[config.mk]
export PLATFORM = sky130hd
export DESIGN_NAME = nec_ir_tx
export DESIGN_NICKNAME = d
export VERILOG_FILES = /design/src/rtl/nec_ir_tx.sv
export SDC_FILE = /design/constraint.sdc
export NUM_CORES = 1
export LEC_CHECK = 0
export BUFFER_PORTS_ARGS = -buffer_cell sky130_fd_sc_hd__buf_2
export CAP_MARGIN = 20
export CORE_UTILIZATION = 54
export CTS_CLUSTER_SIZE = 24
export DETAILED_ROUTE_END_ITERATION = 10
export MAX_ROUTING_LAYER = met4
export PLACE_DENSITY = 0.84
export RECOVER_POWER = 50
export SLEW_MARGIN = 25
export SYNTH_ARGS = -nofsm -noshare
export SYNTH_HDL_FRONTEND = slang
export SYNTH_SLANG_ARGS = --single-unit
[constraint.sdc]
create_clock -name clk -period 2.8 [get_ports clk]
set_input_delay 0.14 -clock clk [delete_from_list [all_inputs] [get_ports clk]]
set_output_delay 0.14 -clock clk [all_outputs]
set_load 0.02 [all_outputs]
[src/rtl/nec_ir_tx.sv]
// NEC infrared frame transmitter: builds the leader/data/stop/guard envelope
// and gates the external carrier onto the LED output.
module nec_ir_tx #(
  parameter int UNIT_CYCLES = 28_125,
  parameter int GAP_UNITS   = 72
) (
  input  logic       clk,
  input  logic       reset_n,
  input  logic       nec_clk,
  input  logic       start,
  input  logic       rpt,
  input  logic [7:0] addr,
  input  logic [7:0] cmd,
  output logic       ready,
  output logic       busy,
  output logic       envelope,
  output logic       ir_out,
  output logic       done
);

  localparam int UCW = (UNIT_CYCLES > 1) ? $clog2(UNIT_CYCLES) : 1;
  localparam logic [UCW-1:0] UCNT_LAST = UCW'(UNIT_CYCLES - 1);
  localparam logic [6:0]     GAP_LEN   = 7'(GAP_UNITS);

  typedef enum logic [2:0] {
    IDLE,
    LEAD_MARK,
    LEAD_SPACE,
    BIT_MARK,
    BIT_SPACE,
    STOP_MARK,
    GAP
  } state_t;

  state_t         state;
  state_t         state_nxt;
  logic [UCW-1:0] ucnt;
  logic [6:0]     scnt;
  logic [31:0]    shreg;
  logic [4:0]     bit_idx;
  logic           rpt_q;
  logic [6:0]     state_len;
  logic           unit_tick;
  logic           state_end;
  logic           env_nxt;
  logic           done_nxt;

  // Length of the current state in NEC units; a data bit's space length
  // is chosen by the bit currently at the bottom of the shift register.
  always_comb begin
    state_len = 7'd1;
    case (state)
      LEAD_MARK:  state_len = 7'd16;
      LEAD_SPACE: state_len = rpt_q ? 7'd4 : 7'd8;
      BIT_SPACE:  state_len = shreg[0] ? 7'd3 : 7'd1;
      GAP:        state_len = GAP_LEN;
      default:    state_len = 7'd1;
    endcase
  end

  assign unit_tick = (ucnt == UCNT_LAST);
  assign state_end = unit_tick && (scnt == state_len - 7'd1);

  always_ff @(posedge clk) begin
    if (!reset_n) begin
      state    <= IDLE;
      envelope <= 1'b0;
      done     <= 1'b0;
    end else begin
      state    <= state_nxt;
      envelope <= env_nxt;
      done     <= done_nxt;
    end
  end

  always_comb begin
    state_nxt = state;
    case (state)
      IDLE:       if (start) state_nxt = LEAD_MARK;
      LEAD_MARK:  if (state_end) state_nxt = LEAD_SPACE;
      LEAD_SPACE: if (state_end) state_nxt = rpt_q ? STOP_MARK : BIT_MARK;
      BIT_MARK:   if (state_end) state_nxt = BIT_SPACE;
      BIT_SPACE:  if (state_end) state_nxt = (bit_idx == 5'd31) ? STOP_MARK : BIT_MARK;
      STOP_MARK:  if (state_end) state_nxt = GAP;
      GAP:        if (state_end) state_nxt = IDLE;
      default:    state_nxt = IDLE;
    endcase
  end

  // Envelope is derived from the next state so it changes on the same edge
  // as the state itself, keeping it registered and glitch-free.
  always_comb begin
    env_nxt  = 1'b0;
    done_nxt = 1'b0;
    ready    = (state == IDLE);
    busy     = (state != IDLE);
    case (state_nxt)
      LEAD_MARK, BIT_MARK, STOP_MARK: env_nxt = 1'b1;
      default:                        env_nxt = 1'b0;
    endcase
    if ((state == GAP) && state_end) done_nxt = 1'b1;
  end

  always_ff @(posedge clk) begin
    if (!reset_n) begin
      ucnt    <= '0;
      scnt    <= '0;
      shreg   <= '0;
      bit_idx <= '0;
      rpt_q   <= 1'b0;
    end else if (state == IDLE) begin
      ucnt <= '0;
      scnt <= '0;
      if (start) begin
        shreg   <= {~cmd, cmd, ~addr, addr};
        rpt_q   <= rpt;
        bit_idx <= '0;
      end
    end else if (state_end) begin
      ucnt <= '0;
      scnt <= '0;
      if (state == BIT_SPACE) begin
        shreg   <= {1'b0, shreg[31:1]};
        bit_idx <= bit_idx + 5'd1;
      end
    end else if (unit_tick) begin
      ucnt <= '0;
      scnt <= scnt + 7'd1;
    end else begin
      ucnt <= ucnt + UCW'(1);
    end
  end

  assign ir_out = envelope & nec_clk;

endmodule

==> summary.md, run 1 <==
| Metric | Value |
|---|---|
| Run status | completed |
| Ys flop type | dfxtp_1 |
| Synth Instances | 412 |
| Post-synth EDFFs | 0 |
| CP arrival | 2.96 ns |
| TritonRoute pass-1 iters | 4 |
| Area Overhead vs Synth | 15.49% |
| Met2 Routed Length | 3.505 mm |
| Synth cell types | 51 |
| Initial DRC count | 110 |
| Leak | 0.001612 uW |
| Yosys warns | 0 |
| Port bufs | 25 |
| Critical path endpoint category | flip-flop |
| FP Rows | 28 |
| Synthesized area per cell | 8.194 sq um |
| I/O pin count | 26 |
| Drt wl/cell | 13.56 um |
| Max clock buf depth | 2 |
| Pin count of the biggest net entering global routing | 65 |
| Design area | 3899 sq um |
| Root buf cell | clkbuf_8 |
| Critical Path Fanout Max | 8 |
| CP startpoint kind | flip-flop |
| HP Class | in2reg |
| Die W | 81.07 um |
| Final non-filler cell total | 521 |
| Slew margin rel. | 32.45% |
| CTS tree | built |
| Vias in the first global route | 2,598 |
| Met3 routed WL | 269 um |
| Placed inst area | 3592 sq um |
| DR DRC count | 0 |
| Final Skew | 0.007099 ns |
| Max rail drop VDD | 0.0003358 V |
| Sw frac | 24.42% |
| Initial Utilization | 56.35% |
| Via density per instance | 5.472 |
| Antenna diode count | 0 |
| Pint | 1540 uW |
| Fin nets | 468 |
| Synthesized flop and latch total | 65 |
| Num CTS Buffers | 9 |
| Fraction of layout cells with a size suffix above 1 | 16.37% |
| Syn Std Cell Area | 3376 sq um |
| Max-capacitance violation count | 0 |
| DP HPWL | 4.639 mm |
| Sequential fraction of the synthesis area | 38.55% |
| Commonest non-fill, non-tap cell in the layout | nand2_1 |
| Die height | 81.07 um |
| Skew-Pair Late Insertion Delay | 0.34 ns |
| Via count | 2,851 |
| Period utilization | 97.99% |
| Final ANT Viol Nets | 0 |
| Total Wirelength | 7.067 mm |
| Syn_nets | 439 |
| F_max | 364.5 MHz |
| Global placement routability congestion | 0.9464 |
| Max-slew violation total from the final report | 0 |
| Final Setup Violations | 0 |
| Pwr Density | 522.5 nW/um^2 |
| Ys async rst share | 0% |
| Placed Instances | 501 |
| Clk sinks | 65 |
| Slew @ Worst Pin | 1.013 ns |
| Core area | 5991 sq um |
| Area of the die | 6572 sq um |
| Highest routed layer | met4 |
| H-tree depth | 3 |
| Clock-pin slew on the worst setup and hold paths | 0.07 ns |
| Final Hold Vio Count | 0 |
| Most frequent cells in the layout | 119 x nand2_1, 62 x dfxtp_1, 34 x mux2i_1 |
| Req. time, crit path | 3.02 ns |
| Gr ovfl total | 0 |
| Sw power | 497.5 uW |
| Critical path class | reg2reg |
| Total GRT Usage | 23.47% |
| Clock power share | 40.7% |
| Sequential Power Share | 48.0% |
| First-pass GRT wire length | 11.47 mm |
| WL met1 | 3.166 mm |
| Min Clock Period, post-route | 2.744 ns |
| Logic pwr share | 11.3% |
| Initial antenna violation count | 0 |
==> cells by family after synthesis <==
| family | count (synthesis) | synth area share (%) |
|---|---|---|
| flops | 65 | 38.55 |
| fa+ha+maj | 6 | 2.224 |
| buf+inv | 35 | 4.670 |
| xor+xnor | 23 | 5.967 |
| compound gates | 47 | 10.45 |
| mux | 35 | 10.38 |
| simple gates | 201 | 27.76 |
==> path summary, 6_finish.rpt <==
kind,startpoint,end,slack (ns),cells after the start
setup reg to reg,state[0]$_SDFF_PN0_,shreg[26]$_SDFFE_PN0P_,0.06,11
hold / removal,rpt,rpt_q$_SDFFE_PN0P_,0.05,3
hold reg to reg,shreg[13]$_SDFFE_PN0P_,shreg[13]$_SDFFE_PN0P_,0.46,2
setup / recovery,state[0]$_SDFF_PN0_,shreg[26]$_SDFFE_PN0P_,0.06,11
==> Yosys cell counts (2+ instances only) <==
master	count	area (sq um)
nand2_1	120	450.4
dfxtp_1	65	1301
mux2i_1	35	350.3
nor2_1	32	120.1
o211ai_1	16	120.1
clkbuf_1	14	52.55
xor2_1	12	105.1
inv_1	11	41.29
xnor2_1	11	96.34
nand2b_1	8	50.05
ha_1	6	75.07
nand3_1	6	30.03
nand4_1	6	37.54
and3_1	5	31.28
o21ai_0	5	25.02
a21oi_1	4	20.02
and2_1	3	18.77
buf_1	3	11.26
buf_2	3	15.01
buf_6	3	33.78
nand3b_1	3	22.52
o22ai_1	3	18.77
a21oi_2	2	17.52
a221oi_1	2	17.52
a22oi_1	2	15.01
and4b_1	2	20.02
nor3_1	2	10.01
nor4_2	2	25.02
nor4_4	2	42.54
or3_1	2	12.51
or3b_1	2	17.52
==> power by group through the flow <==
stage | combinational (uW) | clock [uW] | sequential (uW)
after global routing | 255 | 892 | 980
final | 230 | 829 | 978
after global placement | 203 | 0 | 996
after detailed placement | 211 | 0 | 998
after CTS | 211 | 852 | 978
after floorplan | 161 | 0 | 994
==> layout make-up <==
| cell class | instances | area, sq um |
|---|---|---|
| fill | 479 | 2092 |
| timing repair buffer | 41 | 286.5 |
| tap | 75 | 93.84 |
| clock inverter | 2 | 35.03 |
| multi-input combinational | 312 | 1956 |
| sequential | 65 | 1310 |
| clock buffer | 14 | 172.7 |
| inverter | 12 | 45.04 |
==> state kept, by name (all words and copies together) (netlist names) <==
signal    cells
bit_idx       5
state         3
done          1
envelope      1
scnt          7
ucnt         15
shreg        32
rpt_q         1
==> what timing repair did <==
action                                  4_1_cts  5_1_grt
gates resized for setup                       0       12
endpoints found under the setup margin        0       49
hold buffers                                  0        0
buffers inserted                              0        1
==> worst max-delay path, cell delays in order (launching register included) <==
cell      delay [ns]
dfxtp_4         0.36
nand2b_4        0.15
nor2_2          0.18
nand2_2         0.12
ha_4            0.20
or3b_1          0.39
a21oi_2         0.19
o211ai_2        0.15
nor4_4          0.45
a21oi_4         0.12
buf_12          0.18
mux2i_2         0.14
==> metrics by stage <==
step | TNS [ns] | util [%] | power [uW] | worst slack, ns | hold slack, ns
after floorplan | 0 | - | 1155 | 0.1219 | 0.2962
final | 0 | 65.08 | 2037 | 0.05620 | 0.05203
after detailed placement | 0 | 59.96 | 1209 | 0.04612 | 0.4164
after CTS | 0 | 63.43 | 2042 | 0.01652 | 0.04589
after global placement | 0 | 59.96 | 1200 | 0.1348 | 0.4034
after global routing | -1.434 | 65.08 | 2127 | -0.06581 | 0.07900
==> metal layers <==
| layer | track usage, % | vias to the layer above |
|---|---|---|
| li1 | - | 1455 |
| met3 | 6.517 | 12 |
| met5 | - | - |
| met1 | 26.35 | 1322 |
| met2 | 40.25 | 62 |
| met4 | 7.321 | 0 |
No activity file was read; power rests on OpenSTA's default activity.
==> run 2, diff against run 1 <==
--- a/config.mk
+++ b/config.mk
@@ -11,7 +11,7 @@
 export CTS_CLUSTER_SIZE = 24
 export DETAILED_ROUTE_END_ITERATION = 10
 export MAX_ROUTING_LAYER = met4
-export PLACE_DENSITY = 0.84
+export PLACE_DENSITY_LB_ADDON = 0.05
 export RECOVER_POWER = 50
 export SLEW_MARGIN = 25
 export SYNTH_ARGS = -nofsm -noshare
==> run 2 against run 1 <==
- hold slack better by 0.039 ns
- critical path type unchanged
- flip-flop and latch count is the same
- first-iteration DRC count rose by 50%
- sequential power hardly changed
- clock skew about the same
- die area unchanged
==> summary.md, run 2 (same netlist as run 1, synthesis figures left out) <==
| Metric | Value |
|---|---|
| Run status | completed |
| Worst reg2reg setup slack | 0.14 ns (+0.08 ns) |
| Critical register-to-register path startpoint | state[0]$_SDFF_PN0_ |
| First-pass GRT wire length | 11.47 mm (unchanged) |
| Min Clock Period, post-route | 2.659 ns (-0.08466 ns) |
| Critical path class | reg2reg |
| Root buf cell | clkbuf_8 |
| Gr ovfl total | 0 (unchanged) |
| Initial antenna violation count | 0 (unchanged) |
| Clock-pin slew on the worst setup and hold paths | 0.07 ns (about the same) |
| Design area | 3840 sq um (-1.5%) |
| Hold slack | 0.09062 ns (+0.03859 ns) |
| Dpl ws | 0.05219 ns (+0.006078 ns) |
| Hold Path Sink | rpt_q$_SDFFE_PN0P_ |
| Global placement routability congestion | 0.8141 (-14%) |
| Placed Instances | 503 (+0.40%) |
| I/O pin count | 26 (unchanged) |
| Worst r2r dst | shreg[9]$_SDFFE_PN0P_ |
| DP HPWL | 4.517 mm (-2.6%) |
| Max reg flops | 32 (unchanged) |
| Initial DRC count | 165 (+50%) |
| Total Wirelength | 6.888 mm (-2.5%) |
| Via count | 2,801 (-1.8%) |
| H-tree depth | 3 (unchanged) |
| CTS tree | built |
| Pin count of the biggest net entering global routing | 39 (-40%) |
| Port bufs | 25 (unchanged) |
| Vias in the first global route | 2,560 (-1.5%) |
| Fin nets | 469 (+0.21%) |
| Final non-filler cell total | 519 (-0.38%) |
| Biggest regs | shreg (32), ucnt (15), scnt (7) |
| Critical path endpoint category | flip-flop |
| Via density per instance | 5.397 (-1.4%) |
| CP startpoint kind | flip-flop |
| Commonest non-fill, non-tap cell in the layout | nand2_1 |
| Clk sinks | 65 (unchanged) |
| Drt wl/cell | 13.27 um (-2.2%) |
| Req. time, crit path | 3.05 ns (+0.03 ns) |
| Area Overhead vs Synth | 13.75% |
| Final Skew | 0.007219 ns (+0.0001203 ns) |
| Max clock buf depth | 2 (unchanged) |
| Final ANT Viol Nets | 0 (unchanged) |
| Total GRT Usage | 23.48% (about the same) |
| Core area | 5991 sq um (unchanged) |
| F_max | 376.1 MHz (+3.2%) |
| Largest register by flop count | shreg |
| FP Rows | 28 (unchanged) |
| Slew @ Worst Pin | 1.005 ns (-0.008076 ns) |
| Die height | 81.07 um (unchanged) |
| Pwr Density | 484.7 nW/um^2 (-7.2%) |
| Most frequent cells in the layout | 119 x nand2_1, 64 x dfxtp_1, 35 x mux2i_1 |
| Initial Utilization | 56.35% (unchanged) |
| Final Hold Vio Count | 0 (unchanged) |
| Placed inst area | 3620 sq um (+0.77%) |
| TritonRoute pass-1 iters | 4 (unchanged) |
| DR DRC count | 0 (unchanged) |
| Hold Crit Start | rpt |
| Die W | 81.07 um (unchanged) |
| Max-slew violation total from the final report | 0 (unchanged) |
| Skew-Pair Late Insertion Delay | 0.34 ns (about the same) |
| Slew margin rel. | 32.99% (+0.54 points) |
| Antenna diode count | 0 (unchanged) |
| Period utilization | 94.97% (-3.0 points) |
| HP Class | in2reg |
| Critical Path Fanout Max | 6 (-2) |
| Core Util, Final | 64.10% (-0.98 points) |
| Fraction of layout cells with a size suffix above 1 | 14.86% (-1.5 points) |
| Num CTS Buffers | 9 (unchanged) |
| PnR worst setup slack | 0.1409 ns (+0.08466 ns) |
| Final Setup Violations | 0 (unchanged) |
| CP arrival | 2.91 ns (-0.05 ns) |
| Max rail drop VDD | 0.0002699 V (-20%) |
| Area of the die | 6572 sq um (unchanged) |
| Leak | 0.001589 uW (-1.4%) |
| Worst Hold Path Cells | 3 (unchanged) |
| Fillers | 550 (+15%) |
| Worst reg2reg path depth | 11 (unchanged) |
| Max-capacitance violation count | 0 (unchanged) |
run 2: changes by cell type in the layout (fill, tap and decap cells not counted), moves of 2 or more:
cell	previous run	this run
buf_4	10	12
clkbuf_8	12	10
dfxtp_1	62	64
dfxtp_4	2	0
run 2: cell type report:
| cell class | instances | area (sq um) | share of cell area [%] |
|---|---|---|---|
| multi-input cells | 312 | 1944 | 50.64 |
| flip-flops and latches | 65 | 1303 | 33.92 |
| repair buffers | 42 | 304.0 | 7.918 |
| clock buffers | 12 | 145.1 | 3.780 |
| well taps | 75 | 93.84 | 2.444 |
| inverters | 12 | 45.04 | 1.173 |
| clock inverters | 1 | 5.005 | 0.1303 |
run 2: routing by layer:
layer | routed length [um] | global-route usage [%] | up-vias
met5 | 0 | - | -
met2 | 3137 | 36.39 | 37
met1 | 3514 | 29.63 | 1303
li1 | - | - | 1455
met3 | 175 | 4.607 | 6
met4 | 61 | 10.18 | 0
run 2: worst max-delay path by stage:
stage                        startpoint                      to  slack, ns  cells after the start
floorplan           state[0]$_SDFF_PN0_   shreg[0]$_SDFFE_PN0P_       0.12                     12
global placement    state[0]$_SDFF_PN0_  shreg[11]$_SDFFE_PN0P_       0.17                     10
detailed placement  state[0]$_SDFF_PN0_  shreg[31]$_SDFFE_PN0P_       0.05                     10
CTS                 state[0]$_SDFF_PN0_  shreg[31]$_SDFFE_PN0P_       0.03                     10
global route        state[0]$_SDFF_PN0_   shreg[9]$_SDFFE_PN0P_      -0.03                     11
finish              state[0]$_SDFF_PN0_   shreg[9]$_SDFFE_PN0P_       0.14                     11
run 2: timing repair:
| action | CTS | global route |
|---|---|---|
| endpoints found under the setup margin | 0 | 49 |
| hold buffers | 0 | 0 |
| setup buffers | 0 | 1 |
| gates resized for setup | 0 | 6 |
| hold endpoints to repair | 0 | 0 |
run 2: metrics by stage:
step	power (uW)	TNS [ns]
after global routing	1945	-0.02521
after global placement	1207	0
final	1861	0
after CTS	1869	0
after floorplan	1155	0
after detailed placement	1212	0
run 2: worst max-delay path, stage by stage, from the launching register on:
cell and delay [ns]:
dfxtp_2 0.33, nand2b_1 0.17, nor2_2 0.13, nand2_1 0.10
ha_4 0.19, or3b_1 0.39, a21oi_2 0.17, o211ai_2 0.16
nor4_4 0.43, a21oi_4 0.12, buf_12 0.19, mux2i_1 0.18
run 2: where the power goes:
group          leakage, uW  switching, uW  internal [uW]
clock network    0.0000782            326            330
logic             0.000981            131           97.5
registers         0.000529           17.8            959
total              0.00159            475           1390
